$ cat src/rtl/stream_burst_source_if.sv
// Transmit-side valid/ready stream bundle for the 8-bit beat interface.
// The master drives valid/data/last, and the slave returns ready.
interface stream_burst_source_if #(
    parameter int DATA_W = 8
);
    logic              e_valid_o;
    logic [DATA_W-1:0] e_data_o;
    logic              e_last_o;
    logic              e_ready_i;

    modport master (
        output e_valid_o,
        output e_data_o,
        output e_last_o,
        input  e_ready_i
    );

    modport slave (
        input  e_valid_o,
        input  e_data_o,
        input  e_last_o,
        output e_ready_i
    );
endinterface

$ cat src/rtl/stream_burst_source.sv
// Burst generator: each accepted start emits len incrementing beats from seed
// on a valid/ready stream, with optional one-cycle gaps between beats.
module stream_burst_source #(
    parameter int DATA_W = 8,
    parameter int LEN_W  = 8
) (
    input  logic                  clk,
    input  logic                  reset_n,
    input  logic                  start_i,
    input  logic [LEN_W-1:0]      len_i,
    input  logic [DATA_W-1:0]     seed_i,
    input  logic                  gap_en_i,
    stream_burst_source_if.master e_bus,
    output logic                  busy_o,
    output logic                  done_o,
    output logic [LEN_W-1:0]      beat_cnt_o
);

    typedef enum logic [1:0] {
        IDLE = 2'd0,
        SEND = 2'd1,
        GAP  = 2'd2,
        DONE = 2'd3
    } state_t;

    state_t            state_r, state_next_s;
    logic [LEN_W-1:0]  remaining_r, remaining_next_s;
    logic [DATA_W-1:0] data_r, data_next_s;
    logic [LEN_W-1:0]  beat_cnt_r, beat_cnt_next_s;
    logic              handshake_s;

    function automatic logic [LEN_W-1:0] sat_inc(input logic [LEN_W-1:0] value);
        if (value == {LEN_W{1'b1}}) begin
            sat_inc = value;
        end else begin
            sat_inc = value + LEN_W'(1);
        end
    endfunction

    // Outputs are pure decodes of registered state, so reset drops valid at once.
    assign e_bus.e_valid_o = (state_r == SEND);
    assign e_bus.e_data_o  = data_r;
    assign e_bus.e_last_o  = (state_r == SEND) && (remaining_r == LEN_W'(1));
    assign busy_o          = (state_r != IDLE);
    assign done_o          = (state_r == DONE);
    assign beat_cnt_o      = beat_cnt_r;

    assign handshake_s = (state_r == SEND) && e_bus.e_ready_i;

    // Next-state and datapath update for the burst sequencer.
    always_comb begin
        state_next_s     = state_r;
        remaining_next_s = remaining_r;
        data_next_s      = data_r;
        beat_cnt_next_s  = beat_cnt_r;
        case (state_r)
            IDLE: begin
                if (start_i) begin
                    beat_cnt_next_s = {LEN_W{1'b0}};
                    if (len_i != {LEN_W{1'b0}}) begin
                        remaining_next_s = len_i;
                        data_next_s      = seed_i;
                        state_next_s     = SEND;
                    end else begin
                        state_next_s = DONE;
                    end
                end else begin
                    state_next_s = IDLE;
                end
            end
            SEND: begin
                if (handshake_s) begin
                    beat_cnt_next_s  = sat_inc(beat_cnt_r);
                    data_next_s      = data_r + DATA_W'(1);
                    remaining_next_s = remaining_r - LEN_W'(1);
                    if (remaining_r == LEN_W'(1)) begin
                        state_next_s = DONE;
                    end else if (gap_en_i) begin
                        state_next_s = GAP;
                    end else begin
                        state_next_s = SEND;
                    end
                end else begin
                    state_next_s = SEND;
                end
            end
            GAP: begin
                state_next_s = SEND;
            end
            DONE: begin
                state_next_s = IDLE;
            end
            default: begin
                state_next_s = IDLE;
            end
        endcase
    end

    // State and datapath registers.
    always_ff @(posedge clk or negedge reset_n) begin
        if (!reset_n) begin
            state_r     <= IDLE;
            remaining_r <= {LEN_W{1'b0}};
            data_r      <= {DATA_W{1'b0}};
            beat_cnt_r  <= {LEN_W{1'b0}};
        end else begin
            state_r     <= state_next_s;
            remaining_r <= remaining_next_s;
            data_r      <= data_next_s;
            beat_cnt_r  <= beat_cnt_next_s;
        end
    end

endmodule

$ cat src/flat_wrapper.sv
// flat-port wrapper written by rule: the top's interface ports become plain ports
module stream_burst_source_flat 
#(
    parameter int DATA_W = 8,
    parameter int LEN_W  = 8
)
  (clk, reset_n, start_i, len_i, seed_i, gap_en_i, busy_o, done_o, beat_cnt_o, e_bus_e_valid_o, e_bus_e_data_o, e_bus_e_last_o, e_bus_e_ready_i);
  stream_burst_source_if #(.DATA_W(DATA_W)) e_bus_i ();
  input  logic clk;
  input  logic reset_n;
  input  logic start_i;
  input  logic [LEN_W-1:0] len_i;
  input  logic [DATA_W-1:0] seed_i;
  input  logic gap_en_i;
  output logic busy_o;
  output logic done_o;
  output logic [LEN_W-1:0] beat_cnt_o;
  output wire logic [$bits(e_bus_i.e_valid_o)-1:0] e_bus_e_valid_o;
  output wire logic [$bits(e_bus_i.e_data_o)-1:0] e_bus_e_data_o;
  output wire logic [$bits(e_bus_i.e_last_o)-1:0] e_bus_e_last_o;
  input wire logic [$bits(e_bus_i.e_ready_i)-1:0] e_bus_e_ready_i;
  assign e_bus_e_valid_o = e_bus_i.e_valid_o;
  assign e_bus_e_data_o = e_bus_i.e_data_o;
  assign e_bus_e_last_o = e_bus_i.e_last_o;
  assign e_bus_i.e_ready_i = e_bus_e_ready_i;
  stream_burst_source #(.DATA_W(DATA_W), .LEN_W(LEN_W)) u_core (.clk(clk), .reset_n(reset_n), .start_i(start_i), .len_i(len_i), .seed_i(seed_i), .gap_en_i(gap_en_i), .e_bus(e_bus_i), .busy_o(busy_o), .done_o(done_o), .beat_cnt_o(beat_cnt_o));
endmodule
$ cat config.mk
export PLATFORM = sky130hd
export DESIGN_NAME = stream_burst_source_flat
export DESIGN_NICKNAME = d
export VERILOG_FILES = /design/src/rtl/stream_burst_source_if.sv /design/src/rtl/stream_burst_source.sv /design/src/flat_wrapper.sv
export SDC_FILE = /design/constraint.sdc
export NUM_CORES = 1
export LEC_CHECK = 0
export CAP_MARGIN = 20
export CORE_ASPECT_RATIO = 1.25
export CORE_MARGIN = 3
export CORE_UTILIZATION = 50
export DETAILED_ROUTE_END_ITERATION = 7
export GPL_TIMING_DRIVEN = 1
export PLACE_DENSITY = 0.82
export SYNTH_ARGS = -nofsm -noshare
export SYNTH_HDL_FRONTEND = slang
export SYNTH_SLANG_ARGS = --single-unit
$ cat constraint.sdc
create_clock -name clk -period 5.7 [get_ports clk]
set_input_delay 1.71 -clock clk [delete_from_list [all_inputs] [get_ports clk]]
set_output_delay 1.71 -clock clk [all_outputs]
set_load 0.02 [all_outputs]
==> flow_summary.json <==
{
  "status": "finished, final reports clean",
  "grt_overflow": 0,
  "slowest_stage": "clkdlybuf4s50_1",
  "postLayoutSetupSlackWorst_ns": 1.35,
  "drtPass1Iterations": 4,
  "grt_pass1_vias": 1621,
  "dp_slack_ns": 1.73,
  "slew_headroom_pct": 33.0,
  "fin_crit_ns": 4.35,
  "cts_buffers": 3,
  "powerDensity_nw_per_um2": 477,
  "via_count": 1562,
  "grt_max_degree": 28,
  "dpl_cell_area_um2": 1980,
  "synthFlopType": "dfrtp_1",
  "die_w_um": 56.2,
  "clock_latency_ns": 0.32,
  "hold_path.class": "reg -> reg",
  "die_area_um2": 3860,
  "cts_tree": "done",
  "yosysTopAreaCell": "dfrtp_1",
  "critPathMaxFanout": 27,
  "slew_viol_final": 0,
  "root_buffer": "clkbuf_4",
  "crit_buf_inv": 2,
  "area_growth_pct": 28.5,
  "grt_pass1_wl_mm": 6.93,
  "timing.fmax_mhz": 230,
  "async_reset_ff_share_pct": 100,
  "peakVddDrop_mv": 0.265,
  "diodes": 0,
  "dieHeight_um": 68.7,
  "postCtsSetupBuffers": 0,
  "r2r_slack_ns": 3.38,
  "nFillCells": 247,
  "setup-tns-final_ns": 0,
  "drive_above_1_share_pct": 6.10,
  "rows": 22,
  "max_stage_delay_ns": 0.69,
  "drtAntennaViolNets": 0,
  "synthCells": 179,
  "io_pins": 41,
  "synth_fp_nets": 204,
  "synth_seq_cells": 26,
  "synth_area_um2": 1570,
  "cts-resized-gates": 0,
  "p_leak_nw": 0.802,
  "clockBufferDepth": 2,
  "critical_path_arrival_ns": 2.64,
  "start_util_pct": 52.9,
  "grt_usage_pct": 22.3,
  "clock-sinks": 26,
  "ys_top_cells_by_area": "dfrtp_1 (41%), o21ai_0 (5.1%), a21oi_1 (4.8%), o31ai_1 (4.8%), ha_1 (3.2%)",
  "numPortBuffers": 40,
  "criticalPathCategory": "reg -> out",
  "fin_crit_sh_pct": 76.3,
  "wire_per_inst_um": 16.3,
  "synth_top_cell_area_share_pct": 41.4,
  "drc": 0,
  "via_per_inst": 6.27,
  "post_synth.cell_area_avg_um2": 8.79,
  "dp.final_hpwl_mm": 2.98,
  "synth-edff-count": 0,
  "rsz0062_at_grt": "false",
  "total_power_mw": 0.964,
  "antenna_found_initial": 0,
  "max-cap-violations": 0,
  "gp_congestion": 0.877,
  "fin_skew_ns": 0.00430,
  "path_delay_family": "buffers and inverters",
  "final_nets": 239,
  "endpoint_kind": "output port",
  "yosys_warnings": 0,
  "clkSlewWorstSetupHoldPaths_ns": 0.14,
  "ys_seq_area_share_pct": 41.4,
  "worst_setup_path_start_kind": "register",
  "hold_viol_final": 0,
  "cts-hold-fix-buffers": 0,
  "core_area_um2": 2970,
  "cp_cell_sequence": "nand2b_1, inv_2, clkdlybuf4s50_1",
  "stdcell_area_um2": 2020,
  "finalSetupViolCount": 0,
  "worstMarginPinSlew_ns": 1.01,
  "htreeDepth": 1,
  "drt_wl_total_mm": 4.07,
  "crit_required_ns": 3.99,
  "synth.distinct_cells": 38,
  "drt_iter0_drc": 66
}
==> metrics by stage <==
stage          util (%)  hold slack [ns]  instances
6_report           68.0            0.554        249
5_1_grt            68.0            0.593        249
4_1_cts            68.0            0.556        249
3_5_place_dp       66.8            0.520        245
2_1_floorplan         -            0.468        179
3_3_place_gp       66.8            0.497        245
==> synthesized netlist by cell type, types with 2 or more instances <==
| library cell | count |
|---|---|
| nand3_1 | 4 |
| nand4_1 | 6 |
| o31ai_1 | 10 |
| a21oi_1 | 15 |
| and2_1 | 5 |
| nand2_1 | 7 |
| dfrtp_1 | 26 |
| o211ai_1 | 2 |
| nor4_1 | 5 |
| a31o_2 | 2 |
| o21ai_0 | 16 |
| ha_1 | 4 |
| a2bb2oi_1 | 5 |
| buf_1 | 3 |
| inv_1 | 6 |
| a211oi_1 | 3 |
| or3_1 | 5 |
| mux2i_1 | 2 |
| nor2_1 | 12 |
| nor3_1 | 9 |
| o22ai_1 | 3 |
| and3_1 | 2 |
| nand2b_1 | 3 |
| clkbuf_1 | 8 |
| o21a_1 | 3 |
==> cell usage in the layout (no fill, tap or decap), drive strengths merged <==
cell	instances
clkdlybuf4s50	40
dfrtp	26
o21ai	16
a21oi	15
nor2	12
o31ai	10
nor3	9
nand2	7
inv	7
nand4	6
nor4	5
and2	5
or3	5
a2bb2oi	5
nand3	4
ha	4
o22ai	4
clkbuf	4
nand2b	3
o21a	3
a211oi	3
and3	3
a31o	2
mux2i	2
o211ai	2
or4	2
or4b	1
a32o	1
mux2	1
or2	1
a31oi	1
and4	1
a21o	1
o41ai	1
buf	1
==> final cells by class <==
type	instances	area [µm²]	area share, %
Sequential cell	26	651	32.2
Timing Repair Buffer	41	408	20.2
Tap cell	36	45.0	2.23
Inverter	7	26.3	1.30
Clock buffer	4	36.3	1.80
Multi-Input combinational cell	135	855	42.3
==> power by group <==
part	total [mW]	switching [mW]	leakage, nW	internal (mW)
clock network	0.0932	0.0542	0.0210	0.0390
logic	0.525	0.292	0.457	0.233
registers	0.345	0.0908	0.325	0.255
total	0.964	0.437	0.802	0.527
==> per-layer routing <==
metal  global-route usage (%)  share of wire (%)
met1                     24.2                 42
met2                     43.1                 53
met3                     3.35                4.3
met4                     9.79               0.96
met5                        0                  0
==> worst paths after layout <==
kind | from | to | depth (start not counted)
worst max-delay path | u_core.state_r[1]$_DFF_PN0_ | e_bus_e_valid_o | 3
worst min-delay path | u_core.remaining_r[6]$_DFFE_PN0P_ | u_core.remaining_r[6]$_DFFE_PN0P_ | 2
worst max register to register | u_core.state_r[1]$_DFF_PN0_ | u_core.e_bus.e_data_o[3]$_DFFE_PN0P_ | 5
worst min register to register | u_core.remaining_r[6]$_DFFE_PN0P_ | u_core.remaining_r[6]$_DFFE_PN0P_ | 2
max in group asynchronous | reset_n | u_core.beat_cnt_o[3]$_DFFE_PN0P_ | 2
min in group asynchronous | reset_n | u_core.beat_cnt_o[0]$_DFFE_PN0P_ | 2
==> worst min-delay path: cells and delay by family, from the launching register on <==
kind            cells  cell delay (ns)
flops               1             0.38
compound gates      2             0.15
==> registers in the layout, summed over array words and instances (netlist names) <==
signal,count
u_core.beat_cnt_o,8
u_core.e_bus.e_data_o,8
u_core.remaining_r,8
u_core.state_r,2
==> cells by family after synthesis <==
family / synth area share (%)
AO/OA/AOI/OAI: 26.4
AND/OR/NAND/NOR: 22.8
flip-flops: 41.4
buffers and inverters: 4.30
adder cells (fa/ha/maj): 3.18
multiplexers: 1.99
(Power assumes the default switching activity.)
